File: src/rtl/pll_ctrl_pkg.sv
// pll_ctrl_pkg
//   Shared definitions for the PLL lock sequencer:
//   - pll_state_t : sequencer state encoding
//   - DEF_*       : default sequencing parameters for a 48 MHz reference
//   - LOSS_CNT_W  : width of the saturating lock-loss counter
package pll_ctrl_pkg;

    typedef enum logic [2:0] {
        ST_HOLD      = 3'd0,
        ST_WAIT_LOCK = 3'd1,
        ST_STABLE    = 3'd2,
        ST_RUN       = 3'd3,
        ST_FAULT     = 3'd4
    } pll_state_t;

    localparam int DEF_RESET_HOLD_CYCLES   = 48;      // 1 us
    localparam int DEF_LOCK_STABLE_CYCLES  = 4800;    // 100 us
    localparam int DEF_LOCK_TIMEOUT_CYCLES = 480000;  // 10 ms
    localparam int DEF_MAX_RETRIES         = 3;

    localparam int LOSS_CNT_W = 8;

endpackage

File: src/rtl/sync_2ff.sv
// sync_2ff
//   Two-flop synchronizer for a single asynchronous status bit.
//   No reset: the data path settles within two cycles of clock activity.
// Ports:
//   clock_in : destination clock
//   d        : asynchronous input
//   q        : synchronized output (2 cycles latency)
module sync_2ff (
    input  logic clock_in,
    input  logic d,
    output logic q
);

    logic meta_p0;

    // stage p0: capture (may go metastable), stage p1: resolved output
    always_ff @(posedge clock_in) begin
        meta_p0 <= d;
        q       <= meta_p0;
    end

endmodule

File: src/rtl/pll_lock_sequencer.sv
// pll_lock_sequencer
//   Holds the PLL in reset, waits for and qualifies LOCK, then releases the
//   PLL-domain reset. Lock loss in RUN restarts the sequence; lock timeouts
//   are retried a bounded number of times before latching FAULT.
// Ports:
//   clock_in        : 48 MHz reference clock, all logic in this domain
//   reset           : synchronous, active-high
//   pll_locked      : raw PLL LOCK (asynchronous)
//   restart         : single-cycle relock request
//   pll_resetb      : PLL RESETB (active-low)
//   domain_reset    : active-high reset for the PLL clock domain
//   ready           : PLL qualified and domain released
//   fault           : retries exhausted
//   retry_count     : timeouts in the current sequence
//   lock_loss_count : saturating count of lock losses seen in RUN
module pll_lock_sequencer
    import pll_ctrl_pkg::*;
#(
    parameter int RESET_HOLD_CYCLES   = DEF_RESET_HOLD_CYCLES,
    parameter int LOCK_STABLE_CYCLES  = DEF_LOCK_STABLE_CYCLES,
    parameter int LOCK_TIMEOUT_CYCLES = DEF_LOCK_TIMEOUT_CYCLES,
    parameter int MAX_RETRIES         = DEF_MAX_RETRIES
) (
    input  logic                               clock_in,
    input  logic                               reset,
    input  logic                               pll_locked,
    input  logic                               restart,
    output logic                               pll_resetb,
    output logic                               domain_reset,
    output logic                               ready,
    output logic                               fault,
    output logic [$clog2(MAX_RETRIES+1)-1:0]   retry_count,
    output logic [LOSS_CNT_W-1:0]              lock_loss_count
);

    localparam int HOLD_W   = $clog2(RESET_HOLD_CYCLES + 1);
    localparam int STABLE_W = $clog2(LOCK_STABLE_CYCLES + 1);
    localparam int TMO_W    = $clog2(LOCK_TIMEOUT_CYCLES + 1);
    localparam int RETRY_W  = $clog2(MAX_RETRIES + 1);

    // Counters terminate one short of the parameter value so the terminal
    // cycle is the N-th cycle spent in the state.
    localparam logic [HOLD_W-1:0]   HOLD_LAST   = HOLD_W'(RESET_HOLD_CYCLES - 1);
    localparam logic [STABLE_W-1:0] STABLE_LAST = STABLE_W'(LOCK_STABLE_CYCLES - 1);
    localparam logic [TMO_W-1:0]    TMO_LAST    = TMO_W'(LOCK_TIMEOUT_CYCLES - 1);

    function automatic logic [LOSS_CNT_W-1:0] sat_inc(input logic [LOSS_CNT_W-1:0] v);
        return (&v) ? v : v + LOSS_CNT_W'(1);
    endfunction

    pll_state_t              state, state_next;
    logic                    lock_s;
    logic [HOLD_W-1:0]       hold_cnt, hold_next;
    logic [STABLE_W-1:0]     stable_cnt, stable_next;
    logic [TMO_W-1:0]        tmo_cnt, tmo_next;
    logic [RETRY_W-1:0]      retry_next, retry_inc;
    logic [LOSS_CNT_W-1:0]   loss_next;

    sync_2ff u_lock_sync (
        .clock_in (clock_in),
        .d        (pll_locked),
        .q        (lock_s)
    );

    always_comb begin
        state_next  = state;
        hold_next   = '0;
        stable_next = '0;
        tmo_next    = tmo_cnt;
        retry_next  = retry_count;
        loss_next   = lock_loss_count;
        retry_inc   = retry_count + RETRY_W'(1);

        case (state)
            ST_HOLD: begin
                if (hold_cnt == HOLD_LAST) begin
                    state_next = ST_WAIT_LOCK;
                    tmo_next   = '0;
                end else begin
                    hold_next = hold_cnt + HOLD_W'(1);
                end
            end
            ST_WAIT_LOCK, ST_STABLE: begin
                // Timeout spans both states and wins over qualification.
                if (tmo_cnt == TMO_LAST) begin
                    retry_next = retry_inc;
                    state_next = (retry_inc < RETRY_W'(MAX_RETRIES)) ? ST_HOLD : ST_FAULT;
                    tmo_next   = '0;
                end else begin
                    tmo_next = tmo_cnt + TMO_W'(1);
                    if (state == ST_WAIT_LOCK) begin
                        if (lock_s) state_next = ST_STABLE;
                    end else if (!lock_s) begin
                        state_next = ST_WAIT_LOCK;
                    end else if (stable_cnt == STABLE_LAST) begin
                        state_next = ST_RUN;
                    end else begin
                        stable_next = stable_cnt + STABLE_W'(1);
                    end
                end
            end
            ST_RUN: begin
                if (!lock_s) begin
                    state_next = ST_HOLD;
                    loss_next  = sat_inc(lock_loss_count);
                end
            end
            ST_FAULT: begin
                state_next = ST_FAULT;
            end
            default: begin
                state_next = ST_HOLD;
            end
        endcase

        // restart overrides everything, including a lock loss in the same cycle
        if (restart) begin
            state_next  = ST_HOLD;
            hold_next   = '0;
            stable_next = '0;
            tmo_next    = '0;
            retry_next  = '0;
            loss_next   = lock_loss_count;
        end
    end

    // Outputs are decoded from the next state so they change with the state register.
    always_ff @(posedge clock_in) begin
        if (reset) begin
            state           <= ST_HOLD;
            hold_cnt        <= '0;
            stable_cnt      <= '0;
            tmo_cnt         <= '0;
            retry_count     <= '0;
            lock_loss_count <= '0;
            pll_resetb      <= 1'b0;
            domain_reset    <= 1'b1;
            ready           <= 1'b0;
            fault           <= 1'b0;
        end else begin
            state           <= state_next;
            hold_cnt        <= hold_next;
            stable_cnt      <= stable_next;
            tmo_cnt         <= tmo_next;
            retry_count     <= retry_next;
            lock_loss_count <= loss_next;
            pll_resetb      <= (state_next == ST_WAIT_LOCK) || (state_next == ST_STABLE) ||
                               (state_next == ST_RUN);
            domain_reset    <= (state_next != ST_RUN);
            ready           <= (state_next == ST_RUN);
            fault           <= (state_next == ST_FAULT);
        end
    end

endmodule

File: config.mk
export PLATFORM = sky130hd
export DESIGN_NAME = pll_lock_sequencer
export DESIGN_NICKNAME = d
export VERILOG_FILES = /design/src/rtl/pll_ctrl_pkg.sv /design/src/rtl/sync_2ff.sv /design/src/rtl/pll_lock_sequencer.sv
export SDC_FILE = /design/constraint.sdc
export NUM_CORES = 1
export LEC_CHECK = 0
export ABC_AREA = 1
export CAP_MARGIN = 10
export CORE_MARGIN = 2
export CORE_UTILIZATION = 45
export DETAILED_ROUTE_END_ITERATION = 16
export PLACE_DENSITY = 0.75
export REMOVE_ABC_BUFFERS = 1
export SETUP_SLACK_MARGIN = 0.15
export SLEW_MARGIN = 20
export SYNTH_ARGS = -nofsm -noshare
export SYNTH_HDL_FRONTEND = slang
export SYNTH_HIERARCHICAL = 1
export SYNTH_SLANG_ARGS = --single-unit
export TNS_END_PERCENT = 10
File: constraint.sdc
create_clock -name clock_in -period 2.25 [get_ports clock_in]
set_input_delay 0.3375 -clock clock_in [delete_from_list [all_inputs] [get_ports clock_in]]
set_output_delay 0.3375 -clock clock_in [all_outputs]
set_load 0.05 [all_outputs]
==> flow_summary_export.csv <==
group,metric,value,unit
place,pre_cts_ws,0.353,ns
clock_tree,cts_buffer_depth,2,
clock_tree,clk-insertion-delay-late,0.34,ns
synth,synth_top_area_share,40.2,%
timing,setup_viol,0,
cells_and_area,drive_above_1_share,13.7,%
die,start_util,47.3,%
die,coreArea,0.00599,sq mm
timing,worst_pin_slew,0.545,ns
timing,finalHoldViolCount,0,
hold_path,hold_class,"reg2reg",
timing,slew_viol_final,0,
timing,fin_ws,0.327,ns
setup_path,reg2regPathDepth,9,
synth,synthTopCellsByArea,"dfxtp_1 40%, nand2_1 12%, a21oi_1 6.7%, inv_1 6.2%, nor2_1 5.3%",
setup_path,critPathTopFamily,"buffers and inverters",
route,drc,0,
hold_path,holdCritStartpoint,"u_lock_sync/meta_p0",
die,rows,28,
timing,fmax,520,MHz
clock_tree,cts_resized,0,
global_route,antenna_found_initial,0,
place,dp_hpwl,3.96,mm
die,pin_count,18,
setup_path,slowest_delay,0.84,ns
synth,synth_cell_types,35,
global_route,overflow,0,
setup_path,r2r_start,"tmo_cnt[0]",
clock_tree,cts_tree,"yes",
setup_path,r2r_end,"tmo_cnt[13]",
power,cellPowerDensity,609,mW/mm^2
route,drt-total-wl,5.50,mm
power,combPwrFrac,1.4,%
global_route,groute.usage.overall,17.0,%
place,placed_cells,483,
cells_and_area,fin_util,54.7,%
route,wl_per_cell,11.0,um
synth,synth_edf_count,0,
clock_tree,htreeDepth,3,
clock_tree,cts_sinks,57,
clock_tree,cts_hold_buf,0,
setup_path,regToRegSetupSlack,0.52,ns
clock_tree,post-cts-setup-buffer-count,0,
setup_path,endpoint_kind,"output pin",
route,first_pass_iters,4,
place,gp_congestion,0.830,
timing,min_period_over_period,85.5,%
synth,synth_area_leader_cell,"dfxtp_1",
cells_and_area,diodes,0,
place,portBuffers,17,
timing,finalClockSkew,0.00521,ns
power,internal-power,0.00156,W
run,maxCapViolations,0,
synth,ys_warn_count,6,
power,leakage,1.19,nW
setup_path,crit_path_cell_trace,"clkdlybuf4s50_1",
setup_path,cp_data_required_time,1.91,ns
setup_path,cp_num_buf_inv,1,
synth,synth-main-ff-cell,"dfxtp_1",
power,clkPwrFrac,47.7,%
route,ant_nets,0,
cells_and_area,finalNonFillerCells,499,
status,status,"finished, final reports clean",
timing,maxSlewHeadroom,63.6,%
synth,synth_area_per_cell,7.21,sq um
cells_and_area,syn_to_final_growth,15.6,%
timing,post-route-min-period,1.92,ns
synth,yosysSeqAreaShare,40.2,%
route,routed_via_density,5.07,
hold_path,whs_endpoint,"u_lock_sync/q",
hold_path,hold_path_depth,0,
timing,finalSetupTns,0,ns
setup_path,crit_path_max_fanout,5,
synth,syn_inst,393,
clock_tree,cts.root.buffer_cell,"clkbuf_8",
global_route,grt_pass1_wl,9.80,mm
clock_tree,clk_pin_slew_worst_paths,0.07,ns
clock_tree,cts_buffers,9,
timing,rsz0062_at_grt,"no",
setup_path,critical_path.startpoint_type,"register",
setup_path,worstPathArrival,1.59,ns
cells_and_area,fillers,574,
setup_path,criticalPathCategory,"reg2out",
power,swShare,21.9,%
power,switching_power,0.000436,W
power,peakVddDrop,0.379,mV
die,dieWidth,83.4,um
cells_and_area,layout_common_cells,"88 x nand2_1, 57 x dfxtp_1, 47 x inv_1",
global_route,grt_max_degree,20,
cells_and_area,final_common_cell,"nand2_1",
global_route,grt_pass1_vias,2358,
synth,ys_seq_elements,57,
route,dr.first_iter.drc_count,75,
synth,synthArstFlopShare,0,%
die,die_area,0.00695,sq mm
synth,synth_area,0.00284,sq mm
power,pwr-share-seq,50.9,%
die,die_h,83.4,um
route,vias,2529,
cells_and_area,layout.nets,428,
timing,holdWs,0.353,ns
setup_path,cpMaxStageDelayCell,"clkdlybuf4s50_1",
layout make-up:
type	instances	area, sq um	area share, %
inverters	55	208	6.34
flip-flops and latches	57	1140	34.8
multi-input cells	278	1460	44.6
well taps	75	93.8	2.86
clock buffers	11	141	4.31
clock inverters	5	55.1	1.68
repair buffers	18	178	5.42
metal layers:
| layer | share of wire, % | wire length (um) | global-route usage, % |
|---|---|---|---|
| met1 | 47 | 2610 | 20.1 |
| met2 | 47 | 2590 | 28.9 |
| met3 | 4.1 | 228 | 5.67 |
| met4 | 1.4 | 76 | 5.66 |
| met5 | 0 | 0 | 0 |
metrics by stage:
step	total power (W)	area, sq um
6_report	0.00200	3280
5_1_grt	0.00206	3280
4_1_cts	0.00202	3280
3_5_place_dp	0.00107	3080
3_3_place_gp	0.00107	3080
2_1_floorplan	0.00105	2810
flip-flops by register name, summed over array words and instances, names as in the netlist:
register,flops
stable_cnt,13
tmo_cnt,19
u_lock_sync/meta_p0,1
retry_count,2
pll_resetb,1
domain_reset,1
state,3
fault,1
u_lock_sync/q,1
ready,1
lock_loss_count,8
hold_cnt,6
synth_stat cells (all sizes together), types with 2 or more instances:
master / instances
nor3: 11
nor2: 50
nor3b: 4
o21ai: 20
or2: 3
nand2: 95
o211ai: 2
a21oi: 39
dfxtp: 57
buf: 2
nand4: 8
inv: 54
xor2: 4
ha: 5
nand3: 30
worst max-delay path by stage:
stage                     cells past startpoint               start                 end
after floorplan                              10  lock_loss_count[0]  lock_loss_count[6]
after global routing                          1  lock_loss_count[0]  lock_loss_count[0]
after detailed placement                      6               reset      stable_cnt[10]
after global placement                        6               reset       stable_cnt[3]
final                                         1  lock_loss_count[0]  lock_loss_count[0]
after CTS                                     1  lock_loss_count[0]  lock_loss_count[0]
logic make-up (layout without fill, tap and decap cells):
family / after synthesis / in the layout / synth area share (%)
xor+xnor: 5 / 5 / 1.54
fa+ha+maj: 5 / 5 / 2.21
compound gates: 65 / 65 / 12.8
buf+inv: 58 / 89 / 8.25
flops: 57 / 57 / 40.2
simple gates: 203 / 203 / 34.9
power by group through the flow:
stage	Clock (W)	Sequential [W]	Combinational, W
after floorplan	0	0.00104	0.0000159
after global placement	0	0.00104	0.0000277
after detailed placement	0	0.00104	0.0000286
after CTS	0.000979	0.00101	0.0000287
after global routing	0.00102	0.00101	0.0000324
final	0.000951	0.00102	0.0000286
Note: power is estimated with default switching activity, not from simulation.
